--- src/rtl/decoder_pkg.sv ---
// Shared types and helpers for the binary/one-hot stream blocks.
// onehot_of is sized for codes up to CODE_MAX_W bits; callers cast to their own width.
package decoder_pkg;

    localparam int CODE_MAX_W   = 6;
    localparam int ONEHOT_MAX_W = 1 << CODE_MAX_W;

    typedef enum logic [1:0] {
        OCC_EMPTY,
        OCC_ONE,
        OCC_FULL
    } occ_t;

    function automatic logic [ONEHOT_MAX_W-1:0] onehot_of(input logic [CODE_MAX_W-1:0] code);
        logic [ONEHOT_MAX_W-1:0] r;
        r       = '0;
        r[code] = 1'b1;
        return r;
    endfunction

endpackage

--- src/rtl/decoder_2x4_stream_if.sv ---
// Valid/ready code-in / one-hot-out channel plus the delivered-word counter.
// slave is the decoder side, master is the producer/consumer side.
interface decoder_2x4_stream_if #(
    parameter int IN_W  = 2,
    parameter int CNT_W = 8
);
    localparam int OUT_W = 1 << IN_W;

    logic             in_valid;
    logic             in_ready;
    logic [IN_W-1:0]  w;
    logic             out_valid;
    logic             out_ready;
    logic [OUT_W-1:0] y;
    logic             clr;
    logic [CNT_W-1:0] cnt;

    modport slave (
        input  in_valid, w, out_ready, clr,
        output in_ready, out_valid, y, cnt
    );

    modport master (
        output in_valid, w, out_ready, clr,
        input  in_ready, out_valid, y, cnt
    );

endinterface

--- src/rtl/stream_buf2.sv ---
// Generic 2-entry in-order valid/ready buffer; in_ready is registered and
// never depends combinationally on out_ready.
module stream_buf2
    import decoder_pkg::*;
#(
    parameter int DATA_W = 2
) (
    input  logic              clk,
    input  logic              rst,
    input  logic              in_valid,
    output logic              in_ready,
    input  logic [DATA_W-1:0] in_data,
    output logic              out_valid,
    input  logic              out_ready,
    output logic [DATA_W-1:0] out_data
);

    occ_t              state;
    logic [DATA_W-1:0] head;
    logic [DATA_W-1:0] tail;
    logic              push;
    logic              pop;

    assign push      = in_valid & in_ready;
    assign pop       = out_valid & out_ready;
    assign out_valid = (state != OCC_EMPTY);
    assign out_data  = head;

    // NOTE: sequential state uses <= only; head/tail are payload and are left
    // unreset on purpose -- the occupancy state alone decides what is visible.
    always_ff @(posedge clk) begin
        if (rst) begin
            state    <= OCC_EMPTY;
            in_ready <= 1'b0;
        end else begin
            in_ready <= 1'b1;
            case (state)
                OCC_EMPTY: begin
                    if (push) begin
                        head  <= in_data;
                        state <= OCC_ONE;
                    end
                end
                OCC_ONE: begin
                    if (push && !pop) begin
                        tail     <= in_data;
                        state    <= OCC_FULL;
                        in_ready <= 1'b0;
                    end else if (push && pop) begin
                        head <= in_data;
                    end else if (pop) begin
                        state <= OCC_EMPTY;
                    end
                end
                OCC_FULL: begin
                    // push cannot happen here because in_ready is low
                    if (pop) begin
                        head  <= tail;
                        state <= OCC_ONE;
                    end else begin
                        in_ready <= 1'b0;
                    end
                end
                default: begin
                    state <= OCC_EMPTY;
                end
            endcase
        end
    end

endmodule

--- src/rtl/decoder_2x4_stream.sv ---
// Streaming binary-to-one-hot decoder with a 2-entry buffer and a saturating
// count of delivered words. IN_W must be between 1 and CODE_MAX_W.
module decoder_2x4_stream
    import decoder_pkg::*;
#(
    parameter int IN_W  = 2,
    parameter int CNT_W = 8
) (
    input logic                 clk,
    input logic                 rst,
    decoder_2x4_stream_if.slave bus
);

    localparam int OUT_W = 1 << IN_W;
    localparam logic [CNT_W-1:0] CNT_MAX = {CNT_W{1'b1}};

    logic [IN_W-1:0]  head;
    logic [CNT_W-1:0] cnt_q;
    logic             pop;

    stream_buf2 #(
        .DATA_W (IN_W)
    ) u_buf (
        .clk       (clk),
        .rst       (rst),
        .in_valid  (bus.in_valid),
        .in_ready  (bus.in_ready),
        .in_data   (bus.w),
        .out_valid (bus.out_valid),
        .out_ready (bus.out_ready),
        .out_data  (head)
    );

    // Decoded from the registered head only, so no path from w reaches y.
    assign bus.y = bus.out_valid ? OUT_W'(onehot_of(CODE_MAX_W'(head))) : '0;

    assign pop     = bus.out_valid & bus.out_ready;
    assign bus.cnt = cnt_q;

    always_ff @(posedge clk) begin
        if (rst || bus.clr) begin
            cnt_q <= '0;
        end else if (pop && (cnt_q != CNT_MAX)) begin
            cnt_q <= cnt_q + 1'b1;
        end
    end

endmodule
--- src/flat_wrapper.sv ---
// flat-port wrapper written by rule: the top's interface ports become plain ports
module decoder_2x4_stream_flat import decoder_pkg::*;
#(
    parameter int IN_W  = 2,
    parameter int CNT_W = 8
)
  (clk, rst, bus_in_valid, bus_w, bus_out_ready, bus_clr, bus_in_ready, bus_out_valid, bus_y, bus_cnt);
  decoder_2x4_stream_if #(.IN_W(IN_W), .CNT_W(CNT_W)) bus_i ();
  input logic clk;
  input logic rst;
  input wire logic [$bits(bus_i.in_valid)-1:0] bus_in_valid;
  input wire logic [$bits(bus_i.w)-1:0] bus_w;
  input wire logic [$bits(bus_i.out_ready)-1:0] bus_out_ready;
  input wire logic [$bits(bus_i.clr)-1:0] bus_clr;
  output wire logic [$bits(bus_i.in_ready)-1:0] bus_in_ready;
  output wire logic [$bits(bus_i.out_valid)-1:0] bus_out_valid;
  output wire logic [$bits(bus_i.y)-1:0] bus_y;
  output wire logic [$bits(bus_i.cnt)-1:0] bus_cnt;
  assign bus_i.in_valid = bus_in_valid;
  assign bus_i.w = bus_w;
  assign bus_i.out_ready = bus_out_ready;
  assign bus_i.clr = bus_clr;
  assign bus_in_ready = bus_i.in_ready;
  assign bus_out_valid = bus_i.out_valid;
  assign bus_y = bus_i.y;
  assign bus_cnt = bus_i.cnt;
  decoder_2x4_stream #(.IN_W(IN_W), .CNT_W(CNT_W)) u_core (.clk(clk), .rst(rst), .bus(bus_i));
endmodule
--- config.mk ---
export PLATFORM = sky130hd
export DESIGN_NAME = decoder_2x4_stream_flat
export DESIGN_NICKNAME = d
export VERILOG_FILES = /design/src/rtl/decoder_pkg.sv /design/src/rtl/decoder_2x4_stream_if.sv /design/src/rtl/stream_buf2.sv /design/src/rtl/decoder_2x4_stream.sv /design/src/flat_wrapper.sv
export SDC_FILE = /design/constraint.sdc
export NUM_CORES = 1
export LEC_CHECK = 0
export BUFFER_PORTS_ARGS = -buffer_cell sky130_fd_sc_hd__buf_2
export CELL_PAD_IN_SITES_DETAIL_PLACEMENT = 0
export CELL_PAD_IN_SITES_GLOBAL_PLACEMENT = 1
export CORE_ASPECT_RATIO = 0.8
export CORE_MARGIN = 2
export CORE_UTILIZATION = 42
export DETAILED_ROUTE_END_ITERATION = 7
export PLACE_DENSITY_LB_ADDON = 0.12
export SETUP_SLACK_MARGIN = 0.05
export SLEW_MARGIN = 20
export SYNTH_ARGS = -nofsm -noshare
export SYNTH_HDL_FRONTEND = slang
export SYNTH_SLANG_ARGS = --single-unit
--- constraint.sdc ---
create_clock -name clk -period 3.26 [get_ports clk]
set_clock_uncertainty 0.1 [all_clocks]
set_input_delay 0.652 -clock clk [delete_from_list [all_inputs] [get_ports clk]]
set_output_delay 0.652 -clock clk [all_outputs]
set_load 0.005 [all_outputs]
==> results.md, run 1 <==
- CTS buffer count: 3
- Hold Path Class: reg -> reg
- Leak pwr: 0.453 nW
- CTS Root Buffer Type: clkbuf_4
- Io pins: 21
- Site Rows: 14
- Fin util: 52.6%
- Number of global-route vias before repair: 643
- CTS max path bufs: 2
- Synth cell types: 38
- Synth area leaders: dfxtp_1 25%, edfxtp_1 14%, ha_1 7.1%, mux2i_1 3.4%, nor2_1 3.4%
- Pins Over Slew Limit: 0
- Total number of vias: 714
- R2R depth: 4
- DP Area: 986 sq um
- I/O Buffers: 20
- Grt ovf: 0
- Share of layout cells above drive strength 1: 33.3%
- Number of vias per cell: 5.41
- Area Overhead vs Synth: 15.7%
- Peak supply drop: 0.451 mV
- Origin of the critical flop-to-flop path: u_core.u_buf.state[0]
- Initial Utilization: 45.5%
- Syn Area/Cell: 10.1 sq um
- Sequential area share after synthesis: 38.9%
- CORE AREA: 0.00193 sq mm
- Die X-Extent: 55.1 um
- Crit end category: output port
- Antenna Cells: 0
- Element type at the critical path start: flip-flop
- HPWL Detailed: 1.37 mm
- Hold path endpoint: u_core.bus.cnt[6]
- First-pass GRT wire length: 2.95 mm
- Crit path required time: 2.51 ns
- HP Start: u_core.bus.cnt[6]
- CTS-repair resized insts: 0
- Largest area contributor in the netlist: dfxtp_1
- Max cap viols: 0
- WP data arrival: 1.52 ns
- Mapped Nets: 99
- 1st-pass router iterations: 4
- Post-synth EDFFs: 4
- WL final: 1.77 mm
- Antenna-violating nets left: 0
- Max transition margin: 70.5%
- # hold bufs at CTS: 0
- Largest net degree at the start of global routing: 10
- GRT met1 Usage: 24.4%
- Mapped Area: 876 sq um
- Final setup vio count: 0
- Min Tclk post-route: 2.27 ns
- GR Util met2: 24.0%
- Die ar.: 0.00247 sq mm
- Final Wtd Congestion: 0.767
- Slew of the pin with the lowest slew margin: 0.442 ns
- Status: complete, no violations
- DRT iter0 DRCs: 11
- Worst Path Max Fanout: 9
- RSZ-0062 raised after global routing: no
- Global Route Usage Sum: 17.2%
- Fillcell total: 189
- Htree depth: 1
- Share of the synthesized area in the top cell type: 25.1%
- Met3 GRT Util: 6.29%
- R2R Setup Slk: 1.37 ns
- Drt wl/cell: 13.4 um
- Worst hold margin: 0.433 ns
- FF-to-FF End: u_core.u_buf.out_data[0]
- Post-synthesis cell count: 87
- Clock sinks: 15
- CP Class: reg -> out
- Final Net Count: 121
- Hold Path Depth: 2
- Latest clock arrival within the worst-skew pair: 0.29 ns
- Final Total Pwr: 0.000660 W
- CTS tree: done
- Synth Register Bits: 15
- Final instance area: 0.00101 sq mm
- Final Hold Vio Count: 0
- Final period utilization: 69.6%
- Ys async rst share: 0%
- Highest clock rate: 441 MHz
- Most used DFF post-synth: dfxtp_1
- Synth Warn #: 0
- CTS clk-pin slew, worst paths: 0.09 ns
- DRC Markers: 0
- Busiest grt layer: met1
- Initial antenna violation count: 0
- Ratio of total power to cell area: 651 mW/mm^2
- Die height: 44.8 um
- TNS Setup: 0 ns
- # Post-CTS Setup Buffers: 0
## cells in the final DEF (no fill, tap or decap), drive strengths merged, types with 3 or more instances in the layout
cell type / instances
mux2i: 3
nor3: 4
buf: 20
edfxtp: 4
xor2: 3
inv: 6
nand2: 3
dfxtp: 11
nor2: 8
and3: 3
clkbuf: 3
nand4: 4
o21ai: 3
ha: 5
a21oi: 4
## logic make-up (layout without fill, tap and decap cells)
kind of cell	count (synthesis)	in the layout	share of synthesized area, %
buf+inv	9	30	4.86
compound gates	20	20	19.9
xor+xnor	3	3	3.00
fa+ha+maj	5	5	7.14
mux	5	5	6.00
simple gates	30	30	20.3
flops	15	15	38.9
## flip-flops by register name, indices dropped and copies added (netlist names)
name                   flops
u_core.bus.cnt             8
u_core.u_buf.in_ready      1
u_core.u_buf.out_data      2
u_core.u_buf.state         2
u_core.u_buf.tail          2
## power breakdown
group          switching, W  internal (W)  total, W  leakage [nW]
Clock             0.0000624     0.0000456  0.000108        0.0177
Sequential        0.0000192      0.000219  0.000238         0.126
Combinational      0.000171      0.000142  0.000314         0.309
## critical path: stages, from the launching register on
cell and delay [ns]:
dfxtp_1 0.33, inv_1 0.10, ha_1 0.41, inv_2 0.11, and3_1 0.16, buf_2 0.12
## through the flow
step	setup WS, ns	std cells
floorplan	1.51	87
global placement	1.31	128
detailed placement	1.29	128
CTS	0.984	132
global route	0.860	132
finish	0.992	132
## synth_stat cells, drive strengths merged, types with 2 or more instances
library cell   n
dfxtp         11
nor2           8
inv            6
ha             5
a21oi          4
edfxtp         4
nand4          4
nor3           4
and3           3
mux2i          3
nand2          3
o21ai          3
xor2           3
a21o           2
buf            2
mux2           2
nor2b          2
nor3b          2
o211ai         2
## routing by layer
layer	part of all wire (%)	vias up
met2	42	14
met5	0	-
met1	53	330
met4	0.85	0
met3	3.9	2
li1	-	368
## worst max path at each step
stage,startpoint,endpoint,slack (ns),cells after the start
after floorplan,u_core.u_buf.state[0],u_core.u_buf.out_data[0],1.51,5
after global placement,u_core.u_buf.state[0],bus_y[3],1.31,5
after detailed placement,bus_in_valid,u_core.u_buf.out_data[0],1.29,4
after CTS,u_core.u_buf.state[0],bus_y[3],0.98,5
after global routing,u_core.u_buf.state[0],bus_y[3],0.86,5
final,u_core.u_buf.state[0],bus_y[3],0.99,5
## final cells by class
class | count | area (sq um) | area share (%)
clock buffers | 3 | 22.5 | 2.22
clock inverters | 1 | 5.00 | 0.494
inverters | 6 | 22.5 | 2.22
multi-input cells | 63 | 493 | 48.6
flip-flops and latches | 15 | 340 | 33.6
well taps | 24 | 30.0 | 2.96
repair buffers | 20 | 100 | 9.88
No activity file was read; power rests on OpenSTA's default activity.
==> inputs of run 2 (changes only) <==
--- a/config.mk
+++ b/config.mk
@@ -5,12 +5,13 @@
 export SDC_FILE = /design/constraint.sdc
 export NUM_CORES = 1
 export LEC_CHECK = 0
+export ABC_AREA = 1
 export BUFFER_PORTS_ARGS = -buffer_cell sky130_fd_sc_hd__buf_2
 export CELL_PAD_IN_SITES_DETAIL_PLACEMENT = 0
 export CELL_PAD_IN_SITES_GLOBAL_PLACEMENT = 1
 export CORE_ASPECT_RATIO = 0.8
 export CORE_MARGIN = 2
-export CORE_UTILIZATION = 42
+export CORE_UTILIZATION = 37
 export DETAILED_ROUTE_END_ITERATION = 7
 export PLACE_DENSITY_LB_ADDON = 0.12
 export SETUP_SLACK_MARGIN = 0.05
==> constraint.sdc (replaced) <==
create_clock -name clk -period 2.1 [get_ports clk]
set_clock_uncertainty 0.1 [all_clocks]
set_input_delay 0.42 -clock clk [delete_from_list [all_inputs] [get_ports clk]]
set_output_delay 0.42 -clock clk [all_outputs]
set_load 0.005 [all_outputs]
==> run 2 against run 1 <==
- worst setup slack lost 0.75 ns
- largest power group unchanged
- count of clock-buffer cells in the layout increased by 1
- via count is 20% higher
- critical path type unchanged
- clock power is 52% higher
- die area grew 20%
- largest cell class unchanged
==> results.md, run 2 <==
- Site Rows: 16 (+2)
- CTS Root Buffer Type: clkbuf_4
- Synth area leaders: dfxtp_1 23%, nand2_1 14%, edfxtp_1 13%, inv_1 8.0%, ha_1 6.6%
- First-pass GRT wire length: 3.19 mm (+8.2%)
- Number of global-route vias before repair: 757 (+18%)
- Min Tclk post-route: 1.86 ns
- Post-synthesis cell count: 130 (+49%)
- Slowest Stage Delay on Critical Path: 0.39 ns (-0.02 ns)
- Post-Synth XOR/XNOR Area: 0.931% (-2.1 points)
- Clock sinks: 15 (unchanged)
- WL final: 1.95 mm (+9.7%)
- Crit path cell chain: inv_1 > ha_2 > nor3_1 > buf_2
- Mux share of post-synthesis cell area: 0% (-6.0 points)
- Share of layout cells above drive strength 1: 27.1% (-6.2 points)
- Drt wl/cell: 10.2 um (-24%)
- Crit end category: output port
- Grt ovf: 0 (unchanged)
- Worst Path Max Fanout: 6 (-3)
- Mapped Area: 941 sq um (+7.4%)
- Global Route Usage Sum: 14.3% (-2.9 points)
- Io pins: 21 (unchanged)
- Status: complete, no violations
- Final period utilization: 88.4%
- Share of the synthesized area in the top cell type: 23.4% (-1.7 points)
- HPWL Detailed: 1.56 mm (+14%)
- Final instance area: 0.00112 sq mm (+10%)
- Final Net Count: 168 (+39%)
- Die ar.: 0.00296 sq mm (+20%)
- Synth Register Bits: 15 (unchanged)
- Post-synth EDFFs: 4 (unchanged)
- CTS clk-pin slew, worst paths: 0.09 ns (about the same)
- Most used DFF post-synth: dfxtp_1
- Latest clock arrival within the worst-skew pair: 0.28 ns (about the same)
- Sequential area share after synthesis: 36.2% (-2.7 points)
- Initial Utilization: 38.8% (-6.6 points)
- Antenna Cells: 0 (unchanged)
- Synth cell types: 23 (-39%)
- Adder-Cell Fraction of Synth Area: 6.65% (-0.49 points)
- Most frequent cells in the layout: 35 x nand2_1, 20 x inv_1, 20 x buf_2, 13 x nor2_1, 11 x dfxtp_1
- Pins Over Slew Limit: 0 (unchanged)
- Hold Path Class: in -> reg
- Simple-Gate Fraction of Synth Area: 41.6% (+21 points)
- Die X-Extent: 60.4 um (+9.7%)
- Slew of the pin with the lowest slew margin: 0.356 ns (-0.0858 ns)
- Final setup vio count: 0 (unchanged)
- Count leader, synth: nand2_1
- CTS tree: done
- CORE AREA: 0.00242 sq mm (+26%)
- Ys async rst share: 0% (unchanged)
- CTS buffer count: 3 (unchanged)
- WP data arrival: 1.34 ns (-0.18 ns)
- HP Start: bus_w[0]
- Hold Path Depth: 1 (-1)
- Ratio of total power to cell area: 880 mW/mm^2 (+35%)
- Largest net degree at the start of global routing: 12 (+2)
- Crit path from: u_core.u_buf.state[0]
- Element type at the critical path start: flip-flop
- DRC Markers: 0 (unchanged)
- RSZ-0062 raised after global routing: no
- Htree depth: 1 (unchanged)
- Final Hold Vio Count: 0 (unchanged)
- Leak pwr: 0.557 nW (+23%)
- DRT iter0 DRCs: 23 (+12)
- Largest family of logic cells by synthesized area: simple AND/OR/NAND/NOR gates
- Antenna-violating nets left: 0 (unchanged)
- Origin of the critical flop-to-flop path: u_core.u_buf.state[0]
- CP Class: reg -> out
- Commonest cells in the netlist: 35 x nand2_1, 20 x inv_1, 13 x nor2_1, 11 x dfxtp_1, 8 x nand3_1
- Largest area contributor in the netlist: dfxtp_1
- Highest clock rate: 539 MHz
- Number of flip-flops under the largest register name: 8 (unchanged)
- Max transition margin: 76.1% (+5.6 points)
- # hold bufs at CTS: 0 (unchanged)
- Mapped Nets: 142 (+43%)
- TNS Setup: 0 ns (unchanged)
- Number of vias per cell: 4.48 (-17%)
- Max cap viols: 0 (unchanged)
- Multi-input logic area: 509 sq um (+3.3%)
- Synth Warn #: 0 (unchanged)
- Register area: 340 sq um (unchanged)
- 1st-pass router iterations: 4 (unchanged)
- Area Overhead vs Synth: 18.9%
- Peak supply drop: 0.436 mV (-3.4%)
- Total number of vias: 855 (+20%)
- CTS max path bufs: 2 (unchanged)
- Most common cell after layout, fill and taps aside: nand2_1
- Fillcell total: 253 (+34%)
- Worst path slowest cell: dfxtp_1
- I/O Buffers: 20 (unchanged)
- Compound-cell area share of the yosys netlist: 4.65% (-15 points)
- Setup Slack @ Placement: 0.348 ns (-0.945 ns)
- Syn Area/Cell: 7.24 sq um (-28%)
- DP Area: 0.00109 sq mm (+11%)
- Initial antenna violation count: 0 (unchanged)
- Worst setup margin: 0.244 ns (-0.748 ns)
- Final Wtd Congestion: 0.819 (+6.8%)
- R2R depth: 7 (+3)
- Die height: 49.1 um (+9.5%)
- Crit path required time: 1.58 ns (-0.93 ns)
run 2: per-layer routing:
metal | GRT usage, % | wire length [um]
met4 | 3.33 | 15
met2 | 22.6 | 843
met1 | 18.6 | 983
met5 | 0 | 0
met3 | 4.77 | 102
run 2: per-stage QoR:
step | hold slack (ns) | total power, W | util, % | std cells
floorplan | 0.383 | 0.000707 | - | 130
global placement | 0.387 | 0.000818 | 45.0 | 187
detailed placement | 0.412 | 0.000819 | 45.0 | 187
CTS | 0.218 | 0.000990 | 46.1 | 191
global route | 0.218 | 0.00108 | 46.2 | 191
finish | 0.227 | 0.000984 | 46.2 | 191
run 2: worst paths after layout:
kind | endpoint | slack [ns]
worst min-delay path | u_core.u_buf.tail[0] | 0.23
worst max register to register | u_core.u_buf.out_data[0] | 0.39
worst max-delay path | bus_y[3] | 0.24
worst min register to register | u_core.bus.cnt[7] | 0.42
run 2: critical path: cells and delay by family, from the launching register on:
kind                       cells  cell delay, ns
buffers and inverters          2            0.22
adders and majority gates      1            0.24
and+or+nand+nor                1            0.20
DFF                            1            0.39
run 2: cell families (layout without fill, tap and decap cells):
family / count (synthesis) / count (layout)
AO/OA/AOI/OAI: 8 / 8
XOR/XNOR: 1 / 1
adder cells (fa/ha/maj): 5 / 5
buffers and inverters: 23 / 48
flip-flops: 15 / 15
AND/OR/NAND/NOR: 78 / 78
run 2: timing repair:
action,CTS,global route
setup endpoints to repair,0,1
hold endpoints to repair,0,0
setup buffers,0,0
resized for setup,0,1
run 2: cell type report:
type / count / area share, %
multi-input cells: 92 / 45.5
flip-flops and latches: 15 / 30.4
repair buffers: 22 / 10.3
inverters: 22 / 7.38
well taps: 36 / 4.03
clock buffers: 4 / 2.35
run 2: power by group:
part,internal (W),switching [W]
sequential,0.000342,0.0000273
clock,0.0000737,0.0000901
combinational,0.000169,0.000282
total,0.000585,0.000399
==> inputs of run 3 (changes only) <==
--- a/config.mk
+++ b/config.mk
@@ -8,10 +8,10 @@
 export ABC_AREA = 1
 export BUFFER_PORTS_ARGS = -buffer_cell sky130_fd_sc_hd__buf_2
 export CELL_PAD_IN_SITES_DETAIL_PLACEMENT = 0
-export CELL_PAD_IN_SITES_GLOBAL_PLACEMENT = 1
+export CELL_PAD_IN_SITES_GLOBAL_PLACEMENT = 2
 export CORE_ASPECT_RATIO = 0.8
 export CORE_MARGIN = 2
-export CORE_UTILIZATION = 37
+export CORE_UTILIZATION = 29
 export DETAILED_ROUTE_END_ITERATION = 7
 export PLACE_DENSITY_LB_ADDON = 0.12
 export SETUP_SLACK_MARGIN = 0.05
==> run 3 against run 2 <==
- worst setup slack worse by 0.034 ns
- utilization down 9.2 points
- count of clock-buffer cells in the layout down 1
- cell count up 2.1%
- global-route usage down 1.1 points
- register-to-register slack worse by 0.05 ns
- die area up 25%
- critical path depth unchanged
- highest routed layer unchanged
==> results.md, run 3 (synthesized netlist as in run 2, its figures left out) <==
- Origin of the critical flop-to-flop path: u_core.u_buf.state[0]
- Hold Path Depth: 1 (unchanged)
- Max cap viols: 0 (unchanged)
- CTS clk-pin slew, worst paths: 0.07 ns (-0.02 ns)
- Initial Utilization: 30.5% (-8.3 points)
- Initial antenna violation count: 0 (unchanged)
- Number of flip-flops under the largest register name: 8 (unchanged)
- Latest clock arrival within the worst-skew pair: 0.26 ns (-0.02 ns)
- Number of global-route vias before repair: 788 (+4.1%)
- Fillcell total: 355 (+40%)
- Element type at the critical path start: flip-flop
- Hold path endpoint: u_core.u_buf.tail[0]
- Top Family by Delay on Critical Path: flip-flops
- Hold Path Class: in -> reg
- WL final: 2.11 mm (+8.6%)
- Crit end category: output port
- Peak supply drop: 0.465 mV (+6.8%)
- # hold bufs at CTS: 0 (unchanged)
- CORE AREA: 0.00309 sq mm (+27%)
- CTS tree: done
- Die X-Extent: 67.7 um (+12%)
- Final setup vio count: 0 (unchanged)
- Clock sinks: 15 (unchanged)
- Worst path slowest cell: dfxtp_1
- 1st-pass router iterations: 4 (unchanged)
- CTS buffer count: 3 (unchanged)
- Final period utilization: 90.0% (+1.6 points)
- Max transition margin: 74.9% (-1.2 points)
- Largest net degree at the start of global routing: 10 (-2)
- HP Start: bus_w[0]
- Highest clock rate: 529 MHz (-1.8%)
- Global Route Usage Sum: 13.2% (-1.1 points)
- Slew of the pin with the lowest slew margin: 0.374 ns (+0.0185 ns)
- # Post-CTS Setup Buffers: 0 (unchanged)
- Leak pwr: 0.569 nW (+2.1%)
- DRC Markers: 0 (unchanged)
- Most frequent cells in the layout: 35 x nand2_1, 20 x inv_1, 20 x buf_2, 13 x nor2_1, 11 x dfxtp_1
- Htree depth: 1 (unchanged)
- I/O Buffers: 20 (unchanged)
- CP bufs+invs: 2 (unchanged)
- Grt ovf: 0 (unchanged)
- Die ar.: 0.00372 sq mm (+25%)
- Share of layout cells above drive strength 1: 27.1% (unchanged)
- Total number of vias: 849 (-0.70%)
- RSZ-0062 raised after global routing: no
- Area Overhead vs Synth: 21.3%
- Worst Path Max Fanout: 6 (unchanged)
- Die height: 54.9 um (+12%)
- R2R Setup Slk: 0.34 ns (-0.05 ns)
- CTS-repair resized insts: 0 (unchanged)
- Status: complete, no violations
- Io pins: 21 (unchanged)
- HPWL Detailed: 1.71 mm (+9.4%)
- Antenna Cells: 0 (unchanged)
- Final Hold Vio Count: 0 (unchanged)
- Final Wtd Congestion: 0.764 (-6.7%)
- Crit path cell chain: inv_1 > ha_1 > nor3_1 > buf_2
- WP data arrival: 1.37 ns (+0.03 ns)
- FF-to-FF End: u_core.u_buf.out_data[0]
- Final Net Count: 168 (unchanged)
- Number of vias per cell: 4.35 (-2.7%)
- Final Total Pwr: 0.00105 W (+6.7%)
- Antenna-violating nets left: 0 (unchanged)
- CP Class: reg -> out
- CTS max path bufs: 2 (unchanged)
- Crit path required time: 1.58 ns (about the same)
- Most common cell after layout, fill and taps aside: nand2_1
- CTS Root Buffer Type: clkbuf_8
- DRT iter0 DRCs: 38 (+65%)
- Min Tclk post-route: 1.89 ns (+0.0343 ns)
- TNS Setup: 0 ns (unchanged)
- Pins Over Slew Limit: 0 (unchanged)
- Slowest Stage Delay on Critical Path: 0.38 ns (about the same)
- R2R depth: 5 (-2)
- Site Rows: 18 (+2)
- First-pass GRT wire length: 3.50 mm (+9.5%)
- Drt wl/cell: 10.8 um (+6.4%)
- Ratio of total power to cell area: 921 mW/mm^2 (+4.6%)
[run 3: changes by cell type in the layout (fill, tap and decap cells not counted)]
cell / previous run / this run
clkbuf_4: 3 / 0
clkbuf_8: 0 / 3
ha_2: 1 / 0
clkbuf_1: 1 / 0
ha_1: 4 / 5
clkinv_2: 0 / 1
[run 3: worst max-delay path by stage]
stage	startpoint	to	cells past startpoint
2_1_floorplan	u_core.u_buf.state[0]	u_core.u_buf.out_data[0]	6
4_1_cts	u_core.u_buf.state[0]	bus_y[2]	4
6_report	u_core.u_buf.state[0]	bus_y[2]	4
3_5_place_dp	u_core.u_buf.state[0]	u_core.u_buf.out_data[0]	5
3_3_place_gp	u_core.u_buf.state[0]	u_core.u_buf.out_data[0]	5
5_1_grt	u_core.u_buf.state[0]	bus_y[0]	4
[run 3: power breakdown]
group	leakage [nW]	switching (W)	internal (W)	total, W
clock	0.0255	0.000111	0.000132	0.000242
sequential	0.126	0.0000272	0.000343	0.000370
combinational	0.417	0.000273	0.000165	0.000438
total	0.569	0.000411	0.000639	0.00105
[run 3: per-layer routing]
metal / part of all wire, % / track usage, % / vias up
met5: 0 / 0 / -
met4: 1.8 / 5.44 / 0
met3: 6.7 / 4.86 / 4
met2: 39 / 18.6 / 18
met1: 53 / 18.0 / 367
li1: - / - / 460
[run 3: area by class of cell]
type / count / area [sq um] / area share, %
Clock inverter: 1 / 5.00 / 0.439
Inverter: 22 / 82.6 / 7.24
Tap cell: 40 / 50.0 / 4.39
Clock buffer: 3 / 41.3 / 3.62
Sequential cell: 15 / 340 / 29.8
Multi-Input combinational cell: 92 / 507 / 44.4
Timing Repair Buffer: 22 / 115 / 10.1
[run 3: through the flow]
| stage | hold slack, ns | instance area (sq um) | worst slack (ns) | std cells | utilization (%) |
|---|---|---|---|---|---|
| 2_1_floorplan | 0.383 | 941 | 0.522 | 130 | - |
| 3_3_place_gp | 0.408 | 1090 | 0.376 | 191 | 35.5 |
| 3_5_place_dp | 0.404 | 1090 | 0.302 | 191 | 35.5 |
| 4_1_cts | 0.248 | 1140 | 0.205 | 195 | 37.0 |
| 5_1_grt | 0.254 | 1140 | 0.110 | 195 | 37.0 |
| 6_report | 0.254 | 1140 | 0.210 | 195 | 37.0 |
